**config.mk**
```make
export PLATFORM = sky130hd
export DESIGN_NAME = axil_write_master
export DESIGN_NICKNAME = d
export VERILOG_FILES = /design/src/rtl/axil_pkg.sv /design/src/rtl/axil_cmd_fifo.sv /design/src/rtl/axil_write_master.sv
export SDC_FILE = /design/constraint.sdc
export NUM_CORES = 1
export LEC_CHECK = 0
export CAP_MARGIN = 20
export CORE_MARGIN = 5
export CORE_UTILIZATION = 60
export CTS_CLUSTER_DIAMETER = 80
export DETAILED_ROUTE_END_ITERATION = 8
export GPL_TIMING_DRIVEN = 1
export PLACE_DENSITY = 0.85
export SYNTH_ARGS = -nofsm -noshare
export SYNTH_HDL_FRONTEND = slang
export SYNTH_SLANG_ARGS = --single-unit
export TNS_END_PERCENT = 50
```
**constraint.sdc**
```tcl
create_clock -name clk -period 6.2 [get_ports clk]
set_input_delay 1.24 -clock clk [delete_from_list [all_inputs] [get_ports clk]]
set_output_delay 1.24 -clock clk [all_outputs]
set_load 0.03 [all_outputs]
```
**src/rtl/axil_pkg.sv**
```systemverilog
// Shared AXI4-Lite types and constants for the write master and the later read master.
package axil_pkg;

  typedef enum logic [1:0] {
    OKAY   = 2'b00,
    EXOKAY = 2'b01,
    SLVERR = 2'b10,
    DECERR = 2'b11
  } resp_t;

  typedef enum logic [1:0] {
    IDLE,
    ISSUE,
    RESP
  } wr_state_t;

  localparam logic [3:0] AWCACHE_DEFAULT = 4'b0011;

endpackage

```
**src/rtl/axil_cmd_fifo.sv**
```systemverilog
// Synchronous command FIFO: registered write, combinational head read.
// Pointers carry one extra wrap bit so full and empty are distinguishable.
module axil_cmd_fifo #(
  parameter int WIDTH = 8,
  parameter int DEPTH = 4
) (
  input  logic             clk,
  input  logic             reset,
  input  logic             push,
  input  logic             pop,
  input  logic [WIDTH-1:0] din,
  output logic [WIDTH-1:0] dout,
  output logic             full,
  output logic             empty
);

  localparam int AW = $clog2(DEPTH);

  logic [WIDTH-1:0] r_mem [DEPTH];
  logic [AW:0]      r_wr_ptr;
  logic [AW:0]      r_rd_ptr;
  logic             w_do_push;
  logic             w_do_pop;

  assign full  = (r_wr_ptr[AW-1:0] == r_rd_ptr[AW-1:0]) && (r_wr_ptr[AW] != r_rd_ptr[AW]);
  assign empty = (r_wr_ptr == r_rd_ptr);

  assign w_do_push = push && !full;
  assign w_do_pop  = pop && !empty;

  always_ff @(posedge clk) begin
    if (reset) begin
      r_wr_ptr <= '0;
      r_rd_ptr <= '0;
    end else begin
      if (w_do_push) r_wr_ptr <= r_wr_ptr + (AW+1)'(1);
      if (w_do_pop)  r_rd_ptr <= r_rd_ptr + (AW+1)'(1);
    end
  end

  always_ff @(posedge clk) begin
    if (w_do_push) r_mem[r_wr_ptr[AW-1:0]] <= din;
  end

  assign dout = r_mem[r_rd_ptr[AW-1:0]];

endmodule

```
**src/rtl/axil_write_master.sv**
```systemverilog
// AXI4-Lite write master: queued commands are issued one at a time on AW/W/B
// and each completion is reported as a resp_valid pulse with its BRESP.
//
// state | meaning
// IDLE  | waiting for a queued command
// ISSUE | AW and W offered, each completing independently
// RESP  | bready high, waiting for the B handshake; pop on completion
module axil_write_master
  import axil_pkg::*;
#(
  parameter int         ADDR_W = 32,
  parameter int         DATA_W = 32,
  parameter int         DEPTH  = 4,
  parameter logic [2:0] PROT   = 3'b000
) (
  input  logic                clk,
  input  logic                reset,
  input  logic                cmd_valid,
  output logic                cmd_ready,
  input  logic [ADDR_W-1:0]   cmd_addr,
  input  logic [DATA_W-1:0]   cmd_data,
  input  logic [DATA_W/8-1:0] cmd_strb,
  output logic                resp_valid,
  output logic [1:0]          resp_code,
  output logic                err,
  output logic                busy,
  output logic [ADDR_W-1:0]   awaddr,
  output logic [2:0]          awprot,
  output logic [3:0]          awcache,
  output logic                awvalid,
  input  logic                awready,
  output logic [DATA_W-1:0]   wdata,
  output logic [DATA_W/8-1:0] wstrb,
  output logic                wvalid,
  input  logic                wready,
  input  logic [1:0]          bresp,
  input  logic                bvalid,
  output logic                bready
);

  localparam int SW = DATA_W / 8;
  localparam int FW = ADDR_W + DATA_W + SW;

  wr_state_t         r_state, w_state_nxt;
  logic [ADDR_W-1:0] r_awaddr, w_awaddr_nxt;
  logic [DATA_W-1:0] r_wdata, w_wdata_nxt;
  logic [SW-1:0]     r_wstrb, w_wstrb_nxt;
  logic              r_awvalid, w_awvalid_nxt;
  logic              r_wvalid, w_wvalid_nxt;
  logic              r_bready, w_bready_nxt;
  logic              r_aw_done, w_aw_done_nxt;
  logic              r_w_done, w_w_done_nxt;
  logic              r_resp_valid, w_resp_valid_nxt;
  logic [1:0]        r_resp_code, w_resp_code_nxt;
  logic              r_err, w_err_nxt;

  logic [FW-1:0]     w_fifo_din, w_fifo_dout;
  logic              w_full, w_empty, w_pop;
  logic              w_aw_hs, w_w_hs, w_b_hs;

  assign cmd_ready  = !w_full;
  assign w_fifo_din = {cmd_addr, cmd_data, cmd_strb};

  axil_cmd_fifo #(
    .WIDTH (FW),
    .DEPTH (DEPTH)
  ) u_fifo (
    .clk   (clk),
    .reset (reset),
    .push  (cmd_valid),
    .pop   (w_pop),
    .din   (w_fifo_din),
    .dout  (w_fifo_dout),
    .full  (w_full),
    .empty (w_empty)
  );

  assign w_aw_hs = r_awvalid && awready;
  assign w_w_hs  = r_wvalid && wready;
  assign w_b_hs  = r_bready && bvalid;

  always_ff @(posedge clk) begin
    if (reset) begin
      r_state      <= IDLE;
      r_awaddr     <= '0;
      r_wdata      <= '0;
      r_wstrb      <= '0;
      r_awvalid    <= 1'b0;
      r_wvalid     <= 1'b0;
      r_bready     <= 1'b0;
      r_aw_done    <= 1'b0;
      r_w_done     <= 1'b0;
      r_resp_valid <= 1'b0;
      r_resp_code  <= OKAY;
      r_err        <= 1'b0;
    end else begin
      r_state      <= w_state_nxt;
      r_awaddr     <= w_awaddr_nxt;
      r_wdata      <= w_wdata_nxt;
      r_wstrb      <= w_wstrb_nxt;
      r_awvalid    <= w_awvalid_nxt;
      r_wvalid     <= w_wvalid_nxt;
      r_bready     <= w_bready_nxt;
      r_aw_done    <= w_aw_done_nxt;
      r_w_done     <= w_w_done_nxt;
      r_resp_valid <= w_resp_valid_nxt;
      r_resp_code  <= w_resp_code_nxt;
      r_err        <= w_err_nxt;
    end
  end

  always_comb begin
    w_state_nxt      = r_state;
    w_awaddr_nxt     = r_awaddr;
    w_wdata_nxt      = r_wdata;
    w_wstrb_nxt      = r_wstrb;
    w_awvalid_nxt    = r_awvalid;
    w_wvalid_nxt     = r_wvalid;
    w_bready_nxt     = r_bready;
    w_aw_done_nxt    = r_aw_done;
    w_w_done_nxt     = r_w_done;
    w_resp_valid_nxt = 1'b0;
    w_resp_code_nxt  = r_resp_code;
    w_err_nxt        = r_err;
    w_pop            = 1'b0;

    case (r_state)
      IDLE: begin
        if (!w_empty) begin
          w_state_nxt   = ISSUE;
          w_awaddr_nxt  = w_fifo_dout[FW-1 -: ADDR_W];
          w_wdata_nxt   = w_fifo_dout[SW +: DATA_W];
          w_wstrb_nxt   = w_fifo_dout[SW-1:0];
          w_awvalid_nxt = 1'b1;
          w_wvalid_nxt  = 1'b1;
          w_aw_done_nxt = 1'b0;
          w_w_done_nxt  = 1'b0;
        end
      end
      ISSUE: begin
        if (w_aw_hs) begin
          w_awvalid_nxt = 1'b0;
          w_aw_done_nxt = 1'b1;
        end
        if (w_w_hs) begin
          w_wvalid_nxt = 1'b0;
          w_w_done_nxt = 1'b1;
        end
        // A handshake landing this cycle counts toward completion.
        if ((r_aw_done || w_aw_hs) && (r_w_done || w_w_hs)) begin
          w_state_nxt  = RESP;
          w_bready_nxt = 1'b1;
        end
      end
      RESP: begin
        if (w_b_hs) begin
          w_bready_nxt     = 1'b0;
          w_resp_valid_nxt = 1'b1;
          w_resp_code_nxt  = bresp;
          w_err_nxt        = r_err || (bresp != OKAY);
          w_pop            = 1'b1;
          w_state_nxt      = IDLE;
        end
      end
      default: w_state_nxt = IDLE;
    endcase
  end

  assign awaddr     = r_awaddr;
  assign awprot     = PROT;
  assign awcache    = r_awvalid ? AWCACHE_DEFAULT : 4'b0000;
  assign awvalid    = r_awvalid;
  assign wdata      = r_wdata;
  assign wstrb      = r_wstrb;
  assign wvalid     = r_wvalid;
  assign bready     = r_bready;
  assign resp_valid = r_resp_valid;
  assign resp_code  = r_resp_code;
  assign err        = r_err;
  assign busy       = !w_empty || (r_state != IDLE);

endmodule

```
==> flow_metrics.env <==
export IMPL_critPathLaunchType="register"
export IMPL_cts_tree="yes"
export IMPL_clock_latency_ps=510
export IMPL_drv_slew=0
export IMPL_total_power_mw=5.716
export IMPL_hold_viol_final=0
export IMPL_die_h_um=161.8
export IMPL_die_area_mm2=0.02619
export IMPL_nNetsFinal=992
export IMPL_fin_tns_setup_ps=0
export IMPL_cts_sinks=357
export IMPL_ys_types=41
export IMPL_worst_slack_ps=2218
export IMPL_path_clk_slew_ps=60
export IMPL_ir_worst_vdd_mv=0.2654
export IMPL_grt_max_degree=114
export IMPL_gp_congestion=0.6988
export IMPL_routedWlPerCell_um=21.17
export IMPL_numCtsBuffers=36
export IMPL_hold_buffers=0
export IMPL_clockRootBuffer="clkbuf_16"
export IMPL_ys_ff_latch=357
export IMPL_cts_setup_buffers=0
export IMPL_grt_pass1_vias=7328
export IMPL_arrival_ps=2740
export IMPL_endpoint_kind="output port"
export IMPL_fillers=1244
export IMPL_htree_levels=2
export IMPL_drive_above_1_share_pct=14.73
export IMPL_port_buffers=154
export IMPL_setup_viol=0
export IMPL_layout_cells_non_filler=1223
export IMPL_cts_buffer_depth=3
export IMPL_min_period_ps=3982
export IMPL_cts_repair_resized=0
export IMPL_yosysSeqAreaShare_pct=71.35
export IMPL_dpl_hpwl_um=14580
export IMPL_grt_pass1_wl_um=40000
export IMPL_drc=0
export IMPL_maxCapViolCount=0
export IMPL_start_util_pct=61.10
export IMPL_dr_total_vias=6926
export IMPL_crit_fanout=72
export IMPL_synthCells=762
export IMPL_power_density_mw_per_mm2=341.2
export IMPL_finalWirelength_um=25890
export IMPL_antenna_found_initial=2
export IMPL_slew_headroom_pct=28.12
export IMPL_synthesis_area_mm2=0.01383
export IMPL_worst_hold_path_type="reg2reg"
export IMPL_gr_total_overflow=0
export IMPL_die_x_um=161.8
export IMPL_area_growth_pct=21.11
export IMPL_io_pins=160
export IMPL_timing_fmax_mhz=251.1
export IMPL_critPathRequiredTime_ps=4960
export IMPL_grt_use_total_pct=19.73
export IMPL_crit_type="reg2out"
export IMPL_p_leak_nw=5.760
export IMPL_viasPerCell=5.663
export IMPL_core_area_mm2=0.02264
export IMPL_fin_skew_ps=15.14
export IMPL_fin_crit_sh_pct=64.23
export IMPL_first_pass_iters=4
export IMPL_ys_warn_count=0
export IMPL_syn_area_per_cell_um2=18.15
export IMPL_pre_cts_ws_ps=2672
export IMPL_drt_initial_drc_count=447
export IMPL_rsz0062_at_grt="no"
export IMPL_rows=55
export IMPL_final_util_pct=74.00
export IMPL_dp_cells=1158
export IMPL_outcome="complete, no violations"
export IMPL_ant_nets=0
export IMPL_worstMarginPinSlew_ps=1078
layer usage:
metal  track usage (%)  vias to the layer above  wire length (um)
met5                 0                        -                11
li1                  -                     3185                 -
met3             3.806                       49              1416
met1             26.73                     3455             10780
met2             32.93                      235             13000
met4             6.228                        2               688
through the flow:
stage / hold slack (ps) / cell area [um^2]
5_1_grt: 470.3 / 16750
3_3_place_gp: 435.6 / 15490
6_report: 442.5 / 16750
3_5_place_dp: 435.9 / 15490
2_1_floorplan: 475.6 / 13850
4_1_cts: 445.2 / 16750
area by class of cell:
type / instances / area, um^2 / area share, %
multi-input combinational: 351 / 3660 / 21.84
clock inverter: 13 / 192.7 / 1.150
clock buffer: 51 / 1070 / 6.385
tap: 285 / 356.6 / 2.128
inverter: 7 / 26.28 / 0.1568
timing repair buffer: 158 / 1569 / 9.365
antenna: 1 / 2.502 / 0.01494
sequential: 357 / 9877 / 58.95
registers in the layout, summed over array words and instances (netlist names), 2 cells and up:
register	count
u_fifo.r_rd_ptr	3
resp_code	2
wstrb	4
r_state	2
wdata	32
u_fifo.r_mem	272
awaddr	32
u_fifo.r_wr_ptr	3
synth_stat cells:
| cell type | count | area share, % |
|---|---|---|
| edfxtp_1 | 272 | 59 |
| nand2b_1 | 144 | 6.5 |
| dfxtp_1 | 85 | 12 |
| mux2i_1 | 72 | 5.2 |
| mux4_2 | 68 | 11 |
| clkbuf_1 | 18 | 0.49 |
| buf_4 | 14 | 0.76 |
| buf_6 | 8 | 0.65 |
| inv_1 | 7 | 0.19 |
| nor2_1 | 7 | 0.19 |
| buf_2 | 6 | 0.22 |
| a21oi_1 | 5 | 0.18 |
| buf_1 | 5 | 0.14 |
| ha_1 | 5 | 0.45 |
| and2_1 | 4 | 0.18 |
| a31oi_1 | 3 | 0.14 |
| nor4_1 | 3 | 0.14 |
| o21ai_0 | 3 | 0.11 |
| xnor2_1 | 3 | 0.19 |
| a211o_1 | 2 | 0.13 |
| mux2_1 | 2 | 0.16 |
| nand3_1 | 2 | 0.072 |
| nor2b_1 | 2 | 0.090 |
| o311ai_0 | 2 | 0.13 |
| o31a_1 | 2 | 0.13 |
| o32ai_1 | 2 | 0.13 |
| xor2_2 | 2 | 0.24 |
| and3_1 | 1 | 0.045 |
| and4b_1 | 1 | 0.072 |
| conb_1 | 1 | 0.027 |
| nand2_1 | 1 | 0.027 |
| nand4_1 | 1 | 0.045 |
| nor3_1 | 1 | 0.036 |
| nor3b_1 | 1 | 0.054 |
| nor4bb_1 | 1 | 0.072 |
| o21a_1 | 1 | 0.054 |
| o21ba_2 | 1 | 0.072 |
| o311ai_1 | 1 | 0.063 |
| o31ai_1 | 1 | 0.054 |
| o31ai_2 | 1 | 0.090 |
| xor2_1 | 1 | 0.063 |
path summary, 6_finish.rpt:
path / cells after the start / startpoint / endpoint / slack (ps)
max: 3 / u_fifo.r_rd_ptr[1] / cmd_ready / 2220
min: 2 / err / err / 440
max reg2reg: 3 / u_fifo.r_rd_ptr[1] / u_fifo.r_mem[2][61] / 3060
min reg2reg: 2 / err / err / 440
layout by cell type, fill, tap and decap left out, drive strengths merged, types with 2 or more instances in the layout:
master           n
mux4            68
xnor2            3
a31oi            3
a21oi            5
o21ai            3
edfxtp         272
nor4             3
o31a             2
bufinv           5
clkdlybuf4s50  153
conb             5
o31ai            2
o311ai           3
clkinv           7
nor2b            2
clkbuf          51
mux2             2
o32ai            2
and2             4
nor2             7
xor2             3
mux2i           72
dfxtp           85
nand3            2
inv              7
ha               5
a211o            2
nand2b         144
buf              5
cells by family (layout without fill, tap and decap cells):
kind of cell,Yosys count,in the layout,share of synthesized area (%)
DFF,357,357,71.35
and+or+nand+nor,169,169,7.534
muxes,142,142,16.44
buffers and inverters,58,229,2.442
AOI/OAI and AO/OA,24,24,1.266
xor gates and xnor gates,6,6,0.4885
adders and majority gates,5,5,0.4522
other,1,6,0.02711
worst max-delay path, stage by stage, from the launching register on:
cell and delay [ps]:
dfxtp_4 1040, xnor2_1 270, nand3_1 230, clkdlybuf4s50_1 700
power breakdown:
group	total [mW]	leakage, nW	switching (mW)	internal [mW]
clock network	2.26	0.617	0.855	1.41
registers	2.80	3.19	0.0608	2.74
logic	0.648	1.95	0.364	0.284
total	5.72	5.76	1.28	4.44
(Power assumes the default switching activity.)
